--- src/rtl/ikaopll_bus_sequencer.sv ---
// Host-side feeder for the IKAOPLL CPU bus: buffers {addr, data} register
// writes in a FIFO and replays each one as an address phase followed by a
// data phase on CS_n/WR_n/A0/D, with strobe and wait times counted in phiM ticks.
module ikaopll_bus_sequencer #(
  parameter int unsigned FIFO_DEPTH    = 16,
  parameter int unsigned WR_PULSE      = 2,
  parameter int unsigned ADDR_WAIT     = 12,
  parameter int unsigned DATA_WAIT     = 84,
  parameter int unsigned ADDR_CACHE_EN = 0
) (
  input  logic                          i_EMUCLK,
  input  logic                          i_RST_n,
  input  logic                          i_phiM_PCEN_n,
  input  logic                          i_FLUSH,
  input  logic                          i_WR_VALID,
  output logic                          o_WR_READY,
  input  logic [7:0]                    i_WR_ADDR,
  input  logic [7:0]                    i_WR_DATA,
  output logic                          o_CS_n,
  output logic                          o_WR_n,
  output logic                          o_A0,
  output logic [7:0]                    o_D,
  output logic                          o_BUSY,
  output logic [$clog2(FIFO_DEPTH):0]   o_LEVEL
);

  localparam int unsigned PW   = $clog2(FIFO_DEPTH);
  localparam int unsigned LW   = PW + 1;
  localparam int unsigned MAXA = (WR_PULSE > ADDR_WAIT) ? WR_PULSE : ADDR_WAIT;
  localparam int unsigned MAXW = (MAXA > DATA_WAIT) ? MAXA : DATA_WAIT;
  localparam int unsigned CW   = (MAXW > 1) ? $clog2(MAXW) : 1;

  localparam logic [CW-1:0] PULSE_LD = CW'(WR_PULSE - 1);
  localparam logic [CW-1:0] AWAIT_LD = CW'(ADDR_WAIT - 1);
  localparam logic [CW-1:0] DWAIT_LD = CW'(DATA_WAIT - 1);

  typedef enum logic [2:0] {
    S_IDLE,
    S_ADDR_SETUP,
    S_ADDR_STRB,
    S_ADDR_WAIT,
    S_DATA_SETUP,
    S_DATA_STRB,
    S_DATA_WAIT
  } state_t;

  logic            tick;
  logic [15:0]     mem [FIFO_DEPTH];
  logic [PW-1:0]   wptr;
  logic [PW-1:0]   rptr;
  logic [LW-1:0]   level;
  logic [LW-1:0]   level_next;
  logic            empty;
  logic            push;
  logic            pop;
  logic            cache_hit;
  logic [7:0]      head_addr;
  logic [7:0]      head_data;

  state_t          state;
  logic [CW-1:0]   cnt;
  logic [7:0]      cur_addr;
  logic [7:0]      cur_data;
  logic [7:0]      cache_addr;
  logic            cache_valid;

  // Handshake, pop decision and next FIFO level.
  // A pop happens from IDLE, or directly on the last DATA_WAIT tick so that
  // back-to-back entries need no separate IDLE tick.
  always_comb begin
    tick       = ~i_phiM_PCEN_n;
    empty      = (level == '0);
    push       = i_WR_VALID && o_WR_READY && !i_FLUSH;
    head_addr  = mem[rptr][15:8];
    head_data  = mem[rptr][7:0];
    pop        = tick && !empty && !i_FLUSH &&
                 ((state == S_IDLE) || ((state == S_DATA_WAIT) && (cnt == '0)));
    cache_hit  = (ADDR_CACHE_EN != 0) && cache_valid && (cache_addr == head_addr);
    level_next = level;
    if (i_FLUSH) begin
      level_next = '0;
    end else begin
      case ({push, pop})
        2'b10:   level_next = level + LW'(1);
        2'b01:   level_next = level - LW'(1);
        default: level_next = level;
      endcase
    end
    o_BUSY  = (state != S_IDLE) || !empty;
    o_LEVEL = level;
  end

  // FIFO storage; entries are {addr, data}.
  always_ff @(posedge i_EMUCLK) begin
    if (push) begin
      mem[wptr] <= {i_WR_ADDR, i_WR_DATA};
    end
  end

  // FIFO pointers, occupancy and registered ready.
  always_ff @(posedge i_EMUCLK) begin
    if (!i_RST_n) begin
      wptr       <= '0;
      rptr       <= '0;
      level      <= '0;
      o_WR_READY <= 1'b0;
    end else begin
      if (i_FLUSH) begin
        wptr <= '0;
        rptr <= '0;
      end else begin
        if (push) wptr <= wptr + PW'(1);
        if (pop)  rptr <= rptr + PW'(1);
      end
      level      <= level_next;
      o_WR_READY <= (level_next < LW'(FIFO_DEPTH));
    end
  end

  // Bus-cycle sequencer; all state, counter and output updates happen on ticks.
  always_ff @(posedge i_EMUCLK) begin
    if (!i_RST_n) begin
      state       <= S_IDLE;
      cnt         <= '0;
      o_CS_n      <= 1'b1;
      o_WR_n      <= 1'b1;
      o_A0        <= 1'b0;
      o_D         <= '0;
      cur_addr    <= '0;
      cur_data    <= '0;
      cache_addr  <= '0;
      cache_valid <= 1'b0;
    end else if (tick) begin
      if (pop) begin
        cur_addr <= head_addr;
        cur_data <= head_data;
        if (cache_hit) begin
          state <= S_DATA_SETUP;
          o_A0  <= 1'b1;
          o_D   <= head_data;
        end else begin
          state <= S_ADDR_SETUP;
          o_A0  <= 1'b0;
          o_D   <= head_addr;
        end
      end else begin
        case (state)
          S_IDLE: ;
          S_ADDR_SETUP: begin
            o_CS_n <= 1'b0;
            o_WR_n <= 1'b0;
            cnt    <= PULSE_LD;
            state  <= S_ADDR_STRB;
          end
          S_ADDR_STRB: begin
            if (cnt == '0) begin
              o_CS_n      <= 1'b1;
              o_WR_n      <= 1'b1;
              cache_addr  <= cur_addr;
              cache_valid <= 1'b1;
              cnt         <= AWAIT_LD;
              state       <= S_ADDR_WAIT;
            end else begin
              cnt <= cnt - CW'(1);
            end
          end
          S_ADDR_WAIT: begin
            if (cnt == '0) begin
              o_A0  <= 1'b1;
              o_D   <= cur_data;
              state <= S_DATA_SETUP;
            end else begin
              cnt <= cnt - CW'(1);
            end
          end
          S_DATA_SETUP: begin
            o_CS_n <= 1'b0;
            o_WR_n <= 1'b0;
            cnt    <= PULSE_LD;
            state  <= S_DATA_STRB;
          end
          S_DATA_STRB: begin
            if (cnt == '0) begin
              o_CS_n <= 1'b1;
              o_WR_n <= 1'b1;
              cnt    <= DWAIT_LD;
              state  <= S_DATA_WAIT;
            end else begin
              cnt <= cnt - CW'(1);
            end
          end
          S_DATA_WAIT: begin
            if (cnt == '0) begin
              state <= S_IDLE;
            end else begin
              cnt <= cnt - CW'(1);
            end
          end
          default: state <= S_IDLE;
        endcase
      end
    end
  end

endmodule

--- config.mk ---
export PLATFORM = sky130hd
export DESIGN_NAME = ikaopll_bus_sequencer
export DESIGN_NICKNAME = d
export VERILOG_FILES = /design/src/rtl/ikaopll_bus_sequencer.sv
export SDC_FILE = /design/constraint.sdc
export NUM_CORES = 1
export LEC_CHECK = 0
export ABC_AREA = 1
export CAP_MARGIN = 15
export CORE_UTILIZATION = 55
export DETAILED_ROUTE_END_ITERATION = 8
export GPL_TIMING_DRIVEN = 0
export PLACE_DENSITY = 0.77
export REMOVE_ABC_BUFFERS = 1
export SYNTH_ARGS = -nofsm -noshare
export SYNTH_HDL_FRONTEND = slang
export SYNTH_SLANG_ARGS = --single-unit
--- constraint.sdc ---
create_clock -name i_EMUCLK -period 2.9 [get_ports i_EMUCLK]
set_input_delay 0.58 -clock i_EMUCLK [delete_from_list [all_inputs] [get_ports i_EMUCLK]]
set_output_delay 0.58 -clock i_EMUCLK [all_outputs]
set_load 0.05 [all_outputs]
* Word-level counts from Yosys, hierarchy flattened
Memory sizes are Yosys's and may differ from the RTL's. A register that Yosys moved wholly into a read port is not among the register bits. Index checks and enable logic that the tools add are counted.
Cells by class: reductions and logical operators 27, $add $sub $neg 5, order comparisons 1, multiplexer cells 23, bitwise operators 3, equal/unequal tests 15
Operator list (number):
- $pmux 7 s4 | 1
- $mux 8 | 3
- $mux 7 | 3
- $pmux 3 s7 | 1
- $mux 3 | 5
- $pmux 5 s2 | 1
- $eq 3x3->1 const B | 3
- $ne 3x3->1 const B | 3
- $add 4x1->4 const B | 2
- $mux 4 | 2
- $reduce_and 4->1 | 2
- $reduce_or 2->1 | 4
- $logic_not 7->1 | 1
- $sub 7x1->7 const B | 1
- $eq 3x2->1 const B | 2
- $logic_and 1x1->1 | 6
- $reduce_and 6->1 | 1
- $reduce_bool 2->1 | 3
- $add 5x1->5 const B | 1
- $logic_not 5->1 | 1
- $lt 5x5->1 const B | 1
- $mux 1 | 5
- $mux 5 | 1
- $sub 5x1->5 const B | 1
- 15 further kinds | 20
Word-level totals: bits in registers 42, memories kept 1, input bits 21, memory bits (writable) 256, word-level logic and storage cells 85
Memory list:
- mem | depth 16, bits a word 16, rd ports 1, clocked after memory_dff 1, write ports 1, RTL line 48 | logic [15:0] mem [FIFO_DEPTH];

* Depth between registers and ports, before layout
Gate-level depths: netlist of the first run.
depth in word-level cells 9, gate-level depth with buffers 21

* Worst setup path before layout of the first run
OpenSTA, ideal clock, no wires.
path type reg2reg, start point register level[1], in the netlist o_LEVEL[1], end point register o_WR_READY, clock period less this slack 2.636 ns, arrival 2.527 ns, slack 0.264 ns, setup time 0.109 ns, buffers on the path 1, stages on the path, launching flop included 20, path through dfxtp_1 > nor2_1 > nand3_1 > nand2_1 > inv_1 > nand2_4 > clkinv_2 > buf_4 > ha_1 > xor2_1 > ha_1 > a21o_1 > nand3_1 > nand2_1 > nand2_1 > nand2_1 > nand2_1 > nand3_1 > nand2_1 > inv_1
On the way: longest elaborated chain between the ends 9, elaborated cells between the ends (all ways) 12, classes of those cells 2 x add/sub; 1 x order compare; 2 x eq/ne; 2 x mux; 5 x reduce/logical
RTL lines:
- start: declaration | RTL line 51 | logic [LW-1:0] level;
- start signal: assignment | RTL line 115 | level <= level_next;
- $logic_not 5->1 | RTL line 72 | empty = (level == '0);
- $logic_not 1->1 | RTL line 76 | pop = tick && !empty && !i_FLUSH &&
- $logic_and 1x1->1 (3 in a row) | RTL line 76
- $eq 2x1->1 or $eq 2x2->1 (tied branches) | RTL line 83 | case ({push, pop})
- $pmux 5 s2 * | RTL line 83
- $mux 5 * | RTL line 80 | if (i_FLUSH) begin
- $lt 5x5->1 * | RTL line 116 | o_WR_READY <= (level_next < LW'(FIFO_DEPTH));
- end signal: assignment | RTL line 116
- end: declaration | RTL line 16 | output logic o_WR_READY,
Mark *: on every way between the ends. The rest lies on a longest branch, timed or not. A chain may end at the register's enable or synchronous reset.

* Final worst setup path of the first run
start point register state[2], end point output o_BUSY
On the way: longest elaborated chain between the ends 2
RTL lines:
- start: declaration | RTL line 60 | state_t state;
- start signal: assignment | RTL line 123 | state <= S_IDLE;
- start signal: assignment | RTL line 138 | state <= S_DATA_SETUP;
- start signal: assignment | RTL line 142 | state <= S_ADDR_SETUP;
- $reduce_bool 3->1 | RTL line 89 | o_BUSY = (state != S_IDLE) || !empty;
- $logic_or 1x1->1 | RTL line 89
- end: declaration | RTL line 23 | output logic o_BUSY,
No other way between the ends.

==> reports/qor.txt, run 1 <==
status: completed
clk_skew: 0.0223 ns
hold slack: 0.451 ns
DR vias/cell: 5.40
Arr. time, crit path: 2.22 ns
Max clock buf depth: 3
cell area after layout: 0.0150 mm²
layout cell share with drive strength beyond 1: 0.0737
Final Hold Viols: 0
via count: 9139
Crit. End Element: primary output
reg2reg setup slack: 0.30 ns
# IOs: 39
Filler Cell Count: 1786
Syn Area/Cell: 9.93 µm²
peak supply drop: 0.000468 V
gr usage total: 0.255
Rows: 56
RSZ-0062 raised after global routing: false
Post-Syn Instances: 1316
final core utilization: 0.642
leakage: 5.86 nW
Area contributors post-synth: edfxtp_1 (59%), nand2_1 (11%), dfxtp_1 (7.0%), nand3_1 (4.8%), nor2_1 (4.7%)
H-tree levels: 1
routability cong.: 0.870
Worst-Skew Late Latency: 0.57 ns
Slew Limit Fails: 0
Final ANT Viol Nets: 0
Clock transition at path regs: 0.06 ns
die area: 0.0244 mm²
Chip Width: 156 µm
Area growth, synth to finish: 15.0%
pwr dens: 612 mW/mm²
DRT Wirelength: 30300 µm
Post-Syn Area: 0.0131 mm²
Final Critical Period: 2.80 ns
largest net degree at the start of global routing: 87
Synth area leader: edfxtp_1
# clock sinks: 302
CTS tree: done
Max-Cap Viols: 0
Clock Tree Root: clkbuf_16
DRC errors left: 0
final total power: 0.00920 W
Post-DP Area: 0.0140 mm²
GRT overflow: 0
Die Y-Extent: 156 µm
yosys warns: 0
vias in the first global route: 8723
final setup fails: 0
final critical-path share of the clock period: 0.966
fin nets: 1383
FF+latch count, synth: 302
crit path kind: reg2out
post-DR wirelength/cell: 17.9 µm
measured slew at the worst slew-check pin: 1.17 ns
worst hold-check path type: reg2reg
setup TNS: 0 ns
worst-path fanout max: 6
sequential fraction of the synthesis area: 0.659
1st-iter DRT viols: 726
initial antenna violation count: 1
Synth top area share: 0.588
Critical Path RT: 2.32 ns
Max-slew headroom: 0.221
clock buffer count from CTS: 30
first-pass GRT wire length: 47000 µm
Max Fclk: 357 MHz
1st-pass router iterations: 5
Startpoint Class: flop
Synth cell types: 34
Final HPWL DP: 17600 µm
Initial Utilization: 0.559
Port-buffer cells: 38
core region area: 0.0234 mm²
## power by group
part / switching, W / internal, W
clock: 0.00156 / 0.00207
combinational: 0.000517 / 0.000254
sequential: 0.0000437 / 0.00475
## area by class of cell
cell class,instances,area (µm²),share of cell area
Clock buffer,41,792,0.0527
Sequential cell,302,8610,0.573
Inverter,123,493,0.0328
Antenna cell,1,2.50,0.000166
Multi-Input combinational cell,830,3750,0.249
Tap cell,319,399,0.0266
Clock inverter,11,113,0.00749
Timing Repair Buffer,64,873,0.0581
## per-stage QoR
stage | setup slack (ns) | std cells
final | 0.0999 | 1691
after global routing | 0.0333 | 1690
after CTS | 0.0273 | 1686
after detailed placement | -0.785 | 1634
after global placement | -5.39 | 1612
after floorplan | -2.05 | 1255
## logic make-up (layout without fill, tap and decap cells)
logic type / count (synthesis) / count (layout) / synth area share
other cells: 0 / 1 / 0
buf+inv: 184 / 239 / 0.0605
compound gates: 111 / 111 / 0.0467
fa+ha+maj: 11 / 11 / 0.0105
flops: 302 / 302 / 0.659
xor+xnor: 9 / 9 / 0.00603
simple gates: 699 / 699 / 0.218
## what timing repair did
item	CTS	global route
resized for setup	4	8
hold endpoints to repair	0	0
hold buffers	0	0
buffers inserted	0	4
endpoints found under the setup margin	4	3
pin swaps	0	1
## placed cells by master, fill, tap and decap left out, types with 3 or more instances in the layout
| master | netlist | layout |
|---|---|---|
| nor2_2 | 1 | 18 |
| nand2_1 | 393 | 393 |
| o21ai_0 | 51 | 51 |
| nor2_1 | 165 | 148 |
| clkinv_1 | 0 | 5 |
| buf_4 | 10 | 4 |
| xor2_1 | 5 | 4 |
| inv_2 | 3 | 3 |
| o21bai_1 | 3 | 3 |
| dfxtp_1 | 46 | 44 |
| a21oi_1 | 33 | 33 |
| nand3_1 | 126 | 126 |
| clkbuf_16 | 0 | 30 |
| clkdlybuf4s50_1 | 0 | 37 |
| nand3_2 | 3 | 3 |
| xnor2_1 | 4 | 4 |
| o211ai_1 | 15 | 15 |
| edfxtp_1 | 256 | 256 |
| inv_1 | 119 | 117 |
| ha_1 | 11 | 9 |
| buf_16 | 0 | 10 |
| o21ai_1 | 5 | 5 |
| clkbuf_1 | 14 | 11 |
| buf_8 | 0 | 11 |
## flip-flops by register name, summed over array words and instances (netlist names), named ones only
name	count
state	3
cur_data	8
wptr	4
mem	256
o_D	8
o_A0	1
o_LEVEL	5
cnt	7
o_WR_READY	1
rptr	4
o_WR_n	1
## final timing paths
| path | startpoint | depth (start not counted) | end |
|---|---|---|---|
| min | o_A0 | 2 | o_A0 |
| max reg2reg | cnt[0] | 20 | o_WR_READY |
| max | state[2] | 5 | o_BUSY |
| min reg2reg | o_A0 | 2 | o_A0 |
## synth_stat cells
cell and instances:
o211ai_1 15, nand3_2 3, xor2_1 5, clkbuf_1 14, o21a_1 1, xnor2_1 4, buf_1 8, nor2_1 165
nor3_1 1, a21o_1 1, nand3b_1 1, nor2_4 1, nand2_2 2, o2111ai_1 1, or2_2 2, o21ai_0 51
ha_1 11, nand2_4 2, a21oi_1 33, buf_4 10, dfxtp_1 46, o21bai_1 3, inv_2 3, inv_1 119
a31oi_1 1, nor2_2 1, buf_6 4, edfxtp_1 256, buf_2 25, clkinv_2 1, o21ai_1 5, nand2_1 393
nand3_1 126, nand4_1 2
## metal layers
layer	track usage	up-vias	wire length, µm
met5	0	-	0
met4	0.121	0	1200
met3	0.0447	89	2590
met2	0.429	389	14800
met1	0.322	4245	11700
li1	-	4416	-
## critical path, cell delays in order, from the launching register on
cell             delay (ns)
dfxtp_1                0.45
inv_1                  0.13
nand2_1                0.14
inv_1                  0.08
nand4_1                0.07
clkdlybuf4s50_1        0.80
Note: power is estimated with default switching activity, not from simulation.
==> run 2: changes to the inputs <==
Settings changed: CORE_ASPECT_RATIO set to 1.1.
==> run 2 against run 1 <==
Compared with the run above: total power is 4.7% higher; critical path depth stayed put; clock-buffer cell count is 10 lower; first-iteration DRC count is 28% higher; setup slack better by 0.023 ns; global-route usage is 0.20 points higher; hold slack better by 0.014 ns; largest cell class unchanged.
==> reports/qor.txt, run 2 (synthesis gave the netlist of run 1 again) <==
gr usage total: 0.257 (+0.00195)
RSZ-0062 raised after global routing: false
Crit. End Element: primary output
die area: 0.0244 mm² (about the same)
Critical Path RT: 2.32 ns (about the same)
switch share: 0.229 (-0.00200)
worst hold-check path type: reg2reg
combinational share of power: 0.080 (-0.004)
Slew Limit Fails: 0 (unchanged)
final core utilization: 0.654 (+0.0120)
Die Y-Extent: 164 µm (+4.8%)
P_sw: 0.00220 W (+3.8%)
Clock Tree Root: clkbuf_16
DRC errors left: 0 (unchanged)
peak supply drop: 0.000477 V (+2.0%)
Max clock buf depth: 3 (unchanged)
reg2reg setup slack: 0.26 ns (-0.04 ns)
Max-slew headroom: 0.186 (-0.0344)
clock power share: 0.423 (+0.028)
fin nets: 1379 (-0.29%)
Arr. time, crit path: 2.20 ns (-0.02 ns)
Rows: 58 (+3.6%)
Max Fclk: 360 MHz (+0.82%)
Startpoint Class: flop
Top Registers: mem: 256 flops, cur_data: 8 flops, o_D: 8 flops
hold slack: 0.465 ns (+0.0143 ns)
1st-pass router iterations: 5 (unchanged)
# clock sinks: 302 (unchanged)
# IOs: 39 (unchanged)
Reg power frac: 0.497 (-0.024)
most common cell after layout, fill and taps aside: nand2_1
Final ANT Viol Nets: 0 (unchanged)
status: completed
DR vias/cell: 5.52 (+2.1%)
Pint: 0.00743 W (+5.0%)
initial antenna violation count: 0 (-1)
Antenna diodes: 0 (-1)
pwr dens: 638 mW/mm² (+4.3%)
Final Hold Viols: 0 (unchanged)
Hold-fix buffers, CTS: 0 (unchanged)
number of flip-flops in the largest register: 256 (unchanged)
leakage: 5.91 nW (+0.83%)
clk_skew: 0.0331 ns (+0.0108 ns)
first-pass GRT wire length: 47100 µm (+0.13%)
final critical-path share of the clock period: 0.958 (-0.00789)
Reg with most FFs: mem
vias in the first global route: 8854 (+1.5%)
Clock transition at path regs: 0.07 ns (about the same)
clock buffer count from CTS: 30 (unchanged)
CTS tree: done
setup TNS: 0 ns (unchanged)
DRT Wirelength: 30700 µm (+1.2%)
Initial Utilization: 0.566 (+0.00787)
final setup fails: 0 (unchanged)
GRT overflow: 0 (unchanged)
Worst-Skew Late Latency: 0.57 ns (about the same)
Final HPWL DP: 18000 µm (+2.2%)
commonest non-fill, non-tap cells in the layout: nand2_1 (393), edfxtp_1 (256), nor2_1 (148), nand3_1 (126), inv_1 (117)
area of the multi-input gates: 0.00374 mm² (-0.20%)
H-tree levels: 1 (unchanged)
routability cong.: 0.862 (-0.93%)
Area growth, synth to finish: 15.5%
Filler Cell Count: 1698 (-4.9%)
crit path kind: reg2out
Chip Width: 149 µm (-4.6%)
core region area: 0.0231 mm² (-1.4%)
worst-path fanout max: 6 (unchanged)
Final Critical Period: 2.78 ns (-0.0229 ns)
measured slew at the worst slew-check pin: 1.22 ns (+0.0516 ns)
Max-Cap Viols: 0 (unchanged)
Port-buffer cells: 38 (unchanged)
Register Area: 0.00861 mm² (unchanged)
largest net degree at the start of global routing: 83 (-4.6%)
1st-iter DRT viols: 932 (+28%)
via count: 9218 (+0.86%)
post-DR wirelength/cell: 18.4 µm (+2.4%)
layout cell share with drive strength beyond 1: 0.0795 (+0.00584)
run 2: cell type report:
class	instances	area share
clock buffer	31	0.0500
clock inverter	25	0.0196
inverter	123	0.0326
multi-input combinational	830	0.248
sequential	302	0.570
tap	300	0.0249
timing repair buffer	60	0.0549
run 2: routing by layer:
metal | wire, µm | global-route usage
met1 | 11900 | 0.325
met2 | 15000 | 0.435
met3 | 2470 | 0.0349
met4 | 1320 | 0.129
met5 | 0 | 0
run 2: worst paths after layout:
| path | start | to | cells after the start |
|---|---|---|---|
| max reg2reg | flop | o_D[0] | 13 |
| min | o_A0 | o_A0 | 2 |
| max | state[2] | o_BUSY | 5 |
| min reg2reg | o_A0 | o_A0 | 2 |
run 2: metrics by stage:
stage,std cells,setup WS (ns),area [µm²],total power (W)
after CTS,1669,0.0161,15100,0.00966
final,1671,0.123,15100,0.00964
after detailed placement,1613,-0.784,14000,0.00563
after global routing,1671,0.00417,15100,0.00994
after floorplan,1255,-2.05,12700,0.00539
after global placement,1593,-5.32,13500,0.00561
run 2: repair_timing:
item / 4_1_cts / 5_1_grt
gates resized for setup: 5 / 4
setup buffers: 0 / 2
endpoints found under the setup margin: 4 / 12
pin swaps: 0 / 1
run 2: power groups by stage:
stage,logic (W),clock network [W],registers (W)
after floorplan,0.000465,0,0.00492
after global placement,0.000722,0,0.00489
after detailed placement,0.000744,0,0.00488
after CTS,0.000760,0.00410,0.00479
after global routing,0.000863,0.00428,0.00479
final,0.000767,0.00408,0.00479
run 2: worst max-delay path, stage by stage, from the launching register on:
cell and delay, ns:
dfxtp_1 0.44, inv_1 0.12, nand2_1 0.14, inv_1 0.07
nand4_1 0.06, clkdlybuf4s50_1 0.80
==> run 3: changes to the inputs <==
--- a/config.mk
+++ b/config.mk
@@ -12,4 +12,5 @@
 export DETAILED_ROUTE_END_ITERATION = 8
+export DONT_BUFFER_PORTS = 1
 export GPL_TIMING_DRIVEN = 0
-export PLACE_DENSITY = 0.77
+export PLACE_DENSITY = 0.75
 export REMOVE_ABC_BUFFERS = 1
--- a/constraint.sdc
+++ b/constraint.sdc
@@ -3,2 +3,2 @@
 set_output_delay 0.58 -clock i_EMUCLK [all_outputs]
-set_load 0.05 [all_outputs]
+set_load 0.005 [all_outputs]
==> run 3 against run 2 <==
Compared with the run above: clock power down 5.6%; critical endpoint is now o_D[1]; non-clock buffer count fell by 38; register-to-register slack got worse by 0.07 ns; critical path type is now reg2reg; final cell count shrank 2.3%; fmax grew 2.3%; routed wire length down 4.4%; die area unchanged; combinational power is 24% lower; sequential share of layout area grew 1.7 points.
==> reports/qor.txt, run 3 (synthesis gave the netlist of run 1 again) <==
Slew Limit Fails: 0 (unchanged)
pwr dens: 629 mW/mm² (-1.5%)
1st-iter DRT viols: 741 (-20%)
Max Fclk: 368 MHz (+2.3%)
Hold-fix buffers, CTS: 0 (unchanged)
Max-Cap Viols: 0 (unchanged)
peak supply drop: 0.000462 V (-3.1%)
Post-DP Area: 0.0136 mm² (-2.4%)
Rows: 58 (unchanged)
Initial Utilization: 0.566 (unchanged)
crit path kind: reg2reg
Final Critical Period: 2.71 ns (-0.0629 ns)
Port-buffer cells: 0 (-100%)
DR vias/cell: 5.54 (+0.34%)
Final HPWL DP: 18100 µm (+0.52%)
final setup fails: 0 (unchanged)
core region area: 0.0231 mm² (unchanged)
final critical-path share of the clock period: 0.936 (-0.0217)
routability cong.: 0.846 (-1.8%)
clock power share: 0.417 (-0.006)
Worst-Skew Late Latency: 0.55 ns (-0.02 ns)
status: completed
Clock transition at path regs: 0.07 ns (about the same)
# clock sinks: 302 (unchanged)
die area: 0.0244 mm² (unchanged)
cell area after layout: 0.0147 mm² (-2.9%)
via count: 9039 (-1.9%)
Reg power frac: 0.520 (+0.023)
Arr. time, crit path: 3.20 ns (+1.00 ns)
Clock Tree Root: clkbuf_16
Max clock buf depth: 3 (unchanged)
leakage: 5.74 nW (-2.8%)
worst hold-check path type: in2reg
postcts setup bufs: 0 (unchanged)
first-pass GRT wire length: 46100 µm (-2.0%)
H-tree levels: 1 (unchanged)
Pint: 0.00719 W (-3.3%)
Critical Path RT: 3.38 ns (+1.06 ns)
Reg with most FFs: mem
worst-path fanout max: 33 (+27)
post-DR wirelength/cell: 18.0 µm (-2.2%)
CTS tree: done
final core utilization: 0.636 (-0.0187)
combinational share of power: 0.063 (-0.017)
Max-slew headroom: 0.210 (+0.0240)
Startpoint Class: flop
clk_skew: 0.0108 ns (-0.0223 ns)
Crit. End Element: flop
Top Registers: mem: 256 flops, cur_data: 8 flops, o_D: 8 flops
final setup margin: 0.186 ns (+0.0629 ns)
Final Hold Viols: 0 (unchanged)
number of flip-flops in the largest register: 256 (unchanged)
measured slew at the worst slew-check pin: 1.18 ns (-0.0359 ns)
most common cell after layout, fill and taps aside: nand2_1
commonest non-fill, non-tap cells in the layout: nand2_1 (393), edfxtp_1 (256), nor2_1 (149), nand3_1 (126), inv_1 (118)
clock buffer count from CTS: 30 (unchanged)
fin nets: 1341 (-2.8%)
# IOs: 39 (unchanged)
Chip Width: 149 µm (unchanged)
Final ANT Viol Nets: 0 (unchanged)
DRC errors left: 0 (unchanged)
switch share: 0.220 (-0.00840)
gr usage total: 0.250 (-0.00705)
layout cell share with drive strength beyond 1: 0.0788 (-0.000734)
DRT Wirelength: 29300 µm (-4.4%)
Antenna diodes: 0 (unchanged)
Die Y-Extent: 164 µm (unchanged)
Area growth, synth to finish: 12.2%
DP Worst Slack: -0.302 ns (+0.482 ns)
1st-pass router iterations: 5 (unchanged)
vias in the first global route: 8723 (-1.5%)
initial antenna violation count: 0 (unchanged)
P_sw: 0.00203 W (-7.8%)
largest net degree at the start of global routing: 68 (-18%)
GRT overflow: 0 (unchanged)
==> run 3: cell types whose count changed in the layout (fill, tap and decap cells not counted), moves of 2 or more <==
cell,change
clkinvlp_4,-2
clkbuf_1,+4
clkdlybuf4s50_1,-37
bufinv_16,-3
clkinv_1,-2
==> run 3: final cells by class <==
class | count | area, µm²
fillers | 1739 | 8410
clock inverters | 19 | 178
multi-input cells | 830 | 3740
flip-flops and latches | 302 | 8610
clock buffers | 37 | 808
well taps | 300 | 375
inverters | 123 | 493
repair buffers | 22 | 460
==> run 3: critical path: stages (launching register included) <==
cell and delay [ns]:
dfxtp_2 0.98, inv_1 0.67, buf_16 0.35, nand3_1 0.09
nand2_1 0.09, nand2_1 0.07, nand2_1 0.08, nor2_1 0.17
nor2_1 0.06, nor2_1 0.07
==> run 3: per-layer routing <==
layer,wire (µm),global-route usage,up-vias
met5,0,0,-
met4,948,0.105,0
met3,2210,0.0514,74
met2,14600,0.424,366
met1,11600,0.311,4273
li1,-,-,4326
==> run 3: timing repair <==
action,CTS,global route
gates resized for setup,3,6
endpoints found under the setup margin,4,2
cloned,0,0
pin swaps,0,1
==> run 3: per-stage QoR <==
step / std cells / hold slack (ns) / power, W / setup TNS (ns)
floorplan: 1255 / 0.442 / 0.00532 / -32.69
global placement: 1555 / 0.462 / 0.00544 / -146.65
detailed placement: 1577 / 0.471 / 0.00545 / -0.616
CTS: 1633 / 0.109 / 0.00926 / 0
global route: 1633 / 0.0984 / 0.00952 / -0.0179
finish: 1633 / 0.123 / 0.00922 / 0
==> run 3: power groups by stage <==
stage | combinational, W | sequential, W | clock, W
floorplan | 0.000444 | 0.00488 | 0
global placement | 0.000545 | 0.00489 | 0
detailed placement | 0.000568 | 0.00489 | 0
CTS | 0.000579 | 0.00479 | 0.00388
global route | 0.000667 | 0.00480 | 0.00405
finish | 0.000583 | 0.00479 | 0.00385
==> run 3: worst paths after layout <==
path         cells past startpoint  slack [ns]    startpoint     endpoint
max reg2reg                      9        0.19          flop       o_D[1]
max                              9        0.19          flop       o_D[1]
min                              0        0.12  i_WR_DATA[2]    mem[7][2]
min reg2reg                      2        0.48   cur_data[1]  cur_data[1]
